### config.mk
export PLATFORM = sky130hd
export DESIGN_NAME = systolic_feeder
export DESIGN_NICKNAME = d
export VERILOG_FILES = /design/src/rtl/systolic_feeder.sv
export SDC_FILE = /design/constraint.sdc
export NUM_CORES = 1
export LEC_CHECK = 0
export BUFFER_PORTS_ARGS = -buffer_cell sky130_fd_sc_hd__buf_4
export CORE_UTILIZATION = 40
export DETAILED_ROUTE_END_ITERATION = 8
export PLACE_DENSITY_LB_ADDON = 0.25
export SYNTH_ARGS = -nofsm -noshare
export SYNTH_HDL_FRONTEND = slang
export SYNTH_SLANG_ARGS = --single-unit
### constraint.sdc
create_clock -name clk -period 2 [get_ports clk]
set_clock_uncertainty 0.05 [all_clocks]
set_input_delay 0.4 -clock clk [delete_from_list [all_inputs] [get_ports clk]]
set_output_delay 0.4 -clock clk [all_outputs]
set_load 0.02 [all_outputs]
### src/rtl/systolic_feeder.sv
// Operand store and job sequencer for a 3x3 systolic array: feeds A columns and
// B rows, waits for the array result, captures it and reports done or timeout.
module systolic_feeder #(
  parameter int N            = 3,
  parameter int DATA_W       = 8,
  parameter int ACC_W        = 16,
  parameter int FLUSH_CYCLES = 1,
  parameter int TIMEOUT      = 16
) (
  input  logic                   clk,
  input  logic                   rst,
  input  logic                   wr_en,
  input  logic                   wr_sel,
  input  logic [3:0]             wr_addr,
  input  logic [DATA_W-1:0]      wr_data,
  input  logic                   start,
  output logic                   busy,
  output logic                   sa_rst_n,
  output logic [N*DATA_W-1:0]    sa_a,
  output logic [N*DATA_W-1:0]    sa_b,
  input  logic [N*N*ACC_W-1:0]   sa_c,
  input  logic                   sa_valid,
  output logic [N*N*ACC_W-1:0]   res_c,
  output logic                   done,
  output logic                   err
);
  // state   | meaning
  // S_IDLE  | lanes zero, operand writes accepted, wait for start
  // S_CLEAR | one cycle of array clear (sa_rst_n low)
  // S_FEED  | N cycles: column k of A, row k of B on the lanes
  // S_FLUSH | FLUSH_CYCLES cycles of zero lanes
  // S_WAIT  | wait for sa_valid, bounded by TIMEOUT cycles
  // S_DONE  | one-cycle done pulse with res_c updated

  localparam int MAXC = (TIMEOUT > FLUSH_CYCLES) ? TIMEOUT : FLUSH_CYCLES;
  localparam int CW   = $clog2(MAXC + 1);
  localparam int KW   = (N > 1) ? $clog2(N) : 1;

  localparam logic [CW-1:0] FLUSH_LD = CW'(FLUSH_CYCLES - 1);
  localparam logic [CW-1:0] WAIT_LD  = CW'(TIMEOUT - 1);
  localparam logic [KW-1:0] K_LAST   = KW'(N - 1);

  typedef enum logic [2:0] {S_IDLE, S_CLEAR, S_FEED, S_FLUSH, S_WAIT, S_DONE} state_t;

  state_t            state, nstate;
  logic [CW-1:0]     cnt, ncnt;
  logic [KW-1:0]     kidx, nk;
  logic [DATA_W-1:0] mem_a [N][N];
  logic [DATA_W-1:0] mem_b [N][N];

  logic                n_rst_n, n_done, n_err;
  logic [N*DATA_W-1:0] n_a, n_b;

  always_comb begin
    nstate  = state;
    ncnt    = cnt;
    nk      = kidx;
    n_err   = 1'b0;
    n_done  = 1'b0;
    n_rst_n = 1'b1;
    n_a     = '0;
    n_b     = '0;
    case (state)
      S_IDLE:  if (start) nstate = S_CLEAR;
      S_CLEAR: begin
        nstate = S_FEED;
        nk     = '0;
      end
      S_FEED: begin
        if (kidx == K_LAST) begin
          if (FLUSH_CYCLES == 0) begin
            nstate = S_WAIT;
            ncnt   = WAIT_LD;
          end else begin
            nstate = S_FLUSH;
            ncnt   = FLUSH_LD;
          end
        end else begin
          nk = kidx + 1'b1;
        end
      end
      S_FLUSH: begin
        if (cnt == '0) begin
          nstate = S_WAIT;
          ncnt   = WAIT_LD;
        end else begin
          ncnt = cnt - 1'b1;
        end
      end
      S_WAIT: begin
        if (sa_valid) begin
          nstate = S_DONE;
        end else if (cnt == '0) begin
          nstate = S_IDLE;
          n_err  = 1'b1;
        end else begin
          ncnt = cnt - 1'b1;
        end
      end
      S_DONE:  nstate = S_IDLE;
      default: nstate = S_IDLE;
    endcase

    // Outputs are registered, so they are derived from the state being entered.
    n_rst_n = (nstate != S_CLEAR);
    n_done  = (nstate == S_DONE);
    if (nstate == S_FEED) begin
      for (int i = 0; i < N; i++) begin
        n_a[i*DATA_W +: DATA_W] = mem_a[i][nk];
        n_b[i*DATA_W +: DATA_W] = mem_b[nk][i];
      end
    end
  end

  always_ff @(posedge clk) begin
    if (rst) begin
      state    <= S_IDLE;
      cnt      <= '0;
      kidx     <= '0;
      busy     <= 1'b0;
      sa_rst_n <= 1'b0;
      sa_a     <= '0;
      sa_b     <= '0;
      res_c    <= '0;
      done     <= 1'b0;
      err      <= 1'b0;
      for (int r = 0; r < N; r++) begin
        for (int c = 0; c < N; c++) begin
          mem_a[r][c] <= '0;
          mem_b[r][c] <= '0;
        end
      end
    end else begin
      state    <= nstate;
      cnt      <= ncnt;
      kidx     <= nk;
      busy     <= (nstate != S_IDLE);
      sa_rst_n <= n_rst_n;
      sa_a     <= n_a;
      sa_b     <= n_b;
      done     <= n_done;
      err      <= n_err;
      if (state == S_WAIT && sa_valid) res_c <= sa_c;
      // Address decode: out-of-range addresses match no element and are dropped.
      if (state == S_IDLE && wr_en) begin
        for (int r = 0; r < N; r++) begin
          for (int c = 0; c < N; c++) begin
            if (wr_addr == 4'(r*N + c)) begin
              if (wr_sel) mem_b[r][c] <= wr_data;
              else        mem_a[r][c] <= wr_data;
            end
          end
        end
      end
    end
  end

endmodule
### Yosys cells after proc, flatten, opt, wreduce, memory -nomap -nowiden

Memories as Yosys holds them, arrays and structs flattened. A register that Yosys moved wholly into a read port is not among the register bits.
Index checks and enable logic that the tools add are counted.

* register bits: 182
* bits in writable memories: 144
* bits of input ports: 162
* output and inout bits: 196
* word-level logic and storage cells: 181
* memories: 2

* add/sub/neg operators: 2
* $lt $le $gt $ge: 1
* equal/unequal tests: 19
* mux-type cells: 117
* bitwise operators: 21
* reduce and logical (&&, ||, !) cells: 10

Memory list
* mem_a: words 3, bits a word 24, read ports 3, clocked after Yosys merged registers in 0, write ports 3, line 48 `logic [DATA_W-1:0] mem_a [N][N];`
* mem_b: words 3, bits a word 24, read ports 1, clocked after Yosys merged registers in 1, write ports 3, line 49 `logic [DATA_W-1:0] mem_b [N][N];`

Operators by type and width (count)
* $mux W8: 24
* $mux W1: 77
* $bmux W8 S2: 3
* $mux W5: 4
* $or A1 B1 Y1: 18
* $eq A4 B3 Y1 const B: 4
* $mux W3: 5
* $pmux W3 S5: 1
* $pmux W5 S3: 1
* $eq A3 B2 Y1 const B: 3
* $eq A4 B2 Y1 const B: 2
* $eq A3 B3 Y1 const B: 2
* $ne A2 B2 Y1 const B: 3
* $reduce_bool A3 Y1: 2
* $logic_not A5 Y1: 1
* $sub A5 B1 Y5 const B: 1
* $eq A4 B1 Y1 const B: 1
* $eq A4 B4 Y1 const B: 1
* $logic_not A4 Y1: 1
* $pmux W2 S2: 1
* $reduce_and A4 Y1: 1
* $eq A3 B1 Y1 const B: 1
* $ge A3 B3 Y1 const B: 1
* $logic_not A3 Y1: 1
* other kinds (9): 11

### Depth between registers and ports, before layout

* word-level depth: 7
* mapped depth: 8
* gate-level depth less buffers: 6

### Least setup slack after synthesis

Ideal clock, no wire load.

* path type: flip-flop to flip-flop
* start point: register kidx[0]
* end point: register sa_b[10] (read register of mem_b)
* library setup time: 136 ps
* arrival time: 1733 ps
* required time: 1814 ps
* setup slack: 80 ps
* cell stages (with the launch flop): 8
* path buffers: 2
* period minus slack after synthesis: 1920 ps
* cells stage by stage: dfxtp_1 > inv_1 > ha_1 > nor4bb_1 > nor4_2 > clkbuf_1 > clkbuf_1 > a31oi_1

* cells in the longest elaborated chain, start to end: 6
* elaborated cells on any way between the ends: 9
* those cells by class: add/sub (1); eq/ne (2); mux (4); bitwise (1); reduce/logical (1)

Ends and longest elaborated chain
* from (decl): line 47 `logic [KW-1:0] kidx, nk;`
* from (signal assigned): line 136 `kidx <= nk;`
* $eq A2 B2 Y1: line 70 `if (kidx == K_LAST) begin`
* $mux W3: line 70
* $pmux W3 S5: line 63 `case (state)`
* $eq A3 B2 Y1: line 107 `if (nstate == S_FEED) begin`
* $not A1 Y1 (no line)
* $reduce_or A2 Y1 (no line)
* to (decl): line 20 `output logic [N*DATA_W-1:0] sa_b,`

Parallel ways exist; a longest one is shown, timed or not.
A chain may end at the register's enable or synchronous reset.

### Worst setup path in the final report

* start point: register kidx[0]
* end point: register sa_b[17] (read register of mem_b)

Same word-level chain as after synthesis.

==> results.md <==
* Leakage at 7.33 nW
* Critical-path cell list: inv_2, ha_2, or3b_4, a211oi_4, buf_6, buf_12, buf_16, o21ai_0, a31oi_1
* Top FF cell, synth: dfxtp_1
* Rel. slew slack at 67.4%
* Max IR drop VDD at 0.000720 V
* Share of layout cells above drive strength 1 at 30.8%
* WP data required at 2.39 ns
* DR vias at 10,606
* Biggest cell delay along the critical path at 0.39 ns
* Fin crit period at 1.99 ns
* Post-synthesis sequential area ratio at 63.3%
* Most common cell after layout, fill and taps aside: buf_4
* Overflow after GRT at 0
* CORE AREA at 32,700 um^2
* HP Start: sa_c[59]
* Final wirelength at 37,300 um
* Post-route ant nets at 0
* CP arrival at 2.38 ns
* Startpoint Class: flip-flop
* Power Density at 874 nW/um^2
* Total CTS buffers at 40
* Final #Nets at 1,867
* Slew @ Worst Pin at 0.489 ns
* Filler cells at 2,885
* R2R depth at 9
* Drt drc at 0
* Synthesized cell area at 13,300 um^2
* Worst path buffer plus inverter count at 4
* Hold Path End: res_c[59]$_SDFFE_PP0P_
* Most frequent cells in the layout: 409 x buf_4, 368 x nand2_1, 203 x dfxtp_1
* Mean Syn Cell Area at 10.2 um^2
* Reg2reg end: sa_b[17]$_SDFF_PP0_
* Initial cell density of the core at 40.8%
* Max Freq at 504 MHz
* Initial antenna violation count at 3
* Worst R2R Setup Slack at 0.01 ns
* Clock slew at reported path FFs at 0.06 ns
* Crit. End Element: flip-flop
* Reg2reg start: kidx[0]$_SDFF_PP0_
* Max Cap Viol at 0
* Worst Setup Path Type: flip-flop to flip-flop
* Fin. Hold Viols at 0
* TritonRoute pass-1 iters at 5
* Placed insts at 2,088
* Fin worst setup slack at 0.0147 ns
* Synth warnings at 0
* CP delay by family, top: buffers and inverters
* Mapped Cells at 1,314
* Largest net degree at the start of global routing at 101
* Avg Vias per Cell at 4.88
* Worst slack, placed at -0.248 ns
* Distinct cells, synth at 44
* Non-Filler Instances at 2,174
* Final Setup Violations at 0
* Hpwl dp at 24,500 um
* CP max FO at 6
* Status: completed
* Number of synthesized flops with an enable pin at 144
* Die ar. at 34,100 um^2
* Final period util at 99.3%
* Starting DRC count in detailed routing at 495
* Synth async-reset ratio at 0%
* CTS root buffer: clkbuf_16
* GRT Overall Usage at 21.1%
* Final GP Congestion at 0.794
* H-tree levels at 2
* Port Buf Inserts at 357
* CTS Sinks at 350
* IO Count at 358
* RSZ-0062 raised after global routing: yes
* Hold Path Class: input port to flip-flop
* DR WL/cell at 17.1 um
* #FFs+latches synth at 350
* WHS Path Cells at 3
* Clock buffer depth at 3
* Slowest CP cell: or3b_4
* Vias in the first global route at 10,176
* Fin. max-slew vios at 0
* Clk Latency, worst-skew pair at 0.52 ns
* Die Wd at 185 um
* CTS tree: yes
* Wire length of the first global-routing pass at 55,700 um
* Y dimension of the die at 185 um
* Hold buffer count at cts at 0
* # rows at 66
* Syn nets at 1,480
* Area Overhead vs Synth at 39.1%
==> cells by family after synthesis <==
group,after synthesis,synth area share [%]
compound gates,262,11.3
fa+ha+maj,4,0.375
buf+inv,94,2.95
flops,350,63.3
mux,26,1.95
simple gates,578,20.1
==> stage by stage <==
| step | hold WS, ns | util [%] | TNS [ns] | cell area [um^2] | power (mW) |
|---|---|---|---|---|---|
| after floorplan | 0.395 | - | 0 | 13300 | 8.38 |
| after global placement | 0.392 | 51.5 | -20.07 | 16900 | 9.04 |
| after detailed placement | 0.397 | 51.5 | -23.71 | 16900 | 9.06 |
| after CTS | 0.0446 | 56.3 | 0 | 18400 | 16.4 |
| after global routing | 0.0503 | 56.7 | -0.200 | 18600 | 16.8 |
| final | 0.0695 | 56.7 | 0 | 18600 | 16.2 |
==> worst max path at each step <==
stage,from,to,slack [ns],depth (start not counted)
after global placement,wr_en,mem_a[0][43]$_SDFFCE_PN0P_,-0.23,6
after detailed placement,wr_en,mem_a[0][43]$_SDFFCE_PN0P_,-0.25,6
after CTS,kidx[0]$_SDFF_PP0_,sa_a[11]$_SDFF_PP0_,0.003,8
after global routing,kidx[0]$_SDFF_PP0_,sa_b[17]$_SDFF_PP0_,-0.08,9
after floorplan,kidx[0]$_SDFF_PP0_,sa_b[10]$_SDFF_PP0_,0.08,7
final,kidx[0]$_SDFF_PP0_,sa_b[17]$_SDFF_PP0_,0.01,9
==> layer usage <==
metal / up-vias / share of wire (%) / GRT usage (%)
met5: - / 0 / 0
li1: 5217 / - / -
met3: 55 / 6.5 / 5.14
met1: 5016 / 41 / 26.0
met4: 0 / 2.3 / 6.87
met2: 318 / 51 / 36.0
==> power breakdown <==
part	internal (mW)	switching [mW]
registers	7.60	0.0661
clock network	4.36	2.82
logic	0.637	0.727
==> synthesized netlist by cell type, types with 18 or more instances <==
master	count	area, um^2
mux2i_1	26	260
a21oi_1	147	736
nor2_1	18	67.6
o21bai_1	20	150
edfxtp_1	144	4320
o22ai_1	26	163
buf_2	23	115
clkbuf_1	57	214
dfxtp_1	206	4120
o21ai_0	29	145
a31oi_1	24	150
nand2_1	370	1390
and2_1	146	913
==> worst register-to-register path, cell delays in order, from the launching register on <==
cell      delay [ns]
dfxtp_2         0.33
inv_2           0.04
ha_2            0.19
or3b_4          0.39
a211oi_4        0.21
buf_6           0.21
buf_12          0.13
buf_16          0.10
o21ai_0         0.09
a31oi_1         0.17
==> registers in the layout, indices dropped and copies added (netlist names) <==
register and cells:
busy 1, mem_a 72, mem_b 72, res_c 144, cnt 5, sa_b 24, state 3, err 1
kidx 2, sa_a 24, done 1, sa_rst_n 1
==> timing repair <==
| item | in CTS | in global routing |
|---|---|---|
| buffers inserted | 5 | 3 |
| pin swaps | 3 | 3 |
| setup endpoints to repair | 120 | 242 |
| cloned | 4 | 1 |
| resized for setup | 30 | 24 |
==> layout make-up <==
cell class                 instances  area, um^2  share of cell area, %
multi-input combinational        870        4700                   25.3
tap                              442         553                   2.98
inverter                           7        26.3                  0.142
timing repair buffer             432        3520                   19.0
sequential                       350        8450                   45.5
clock inverter                    11         111                  0.600
clock buffer                      60        1190                   6.41
antenna                            2        5.00                 0.0270
No activity file was read; power rests on OpenSTA's default activity.
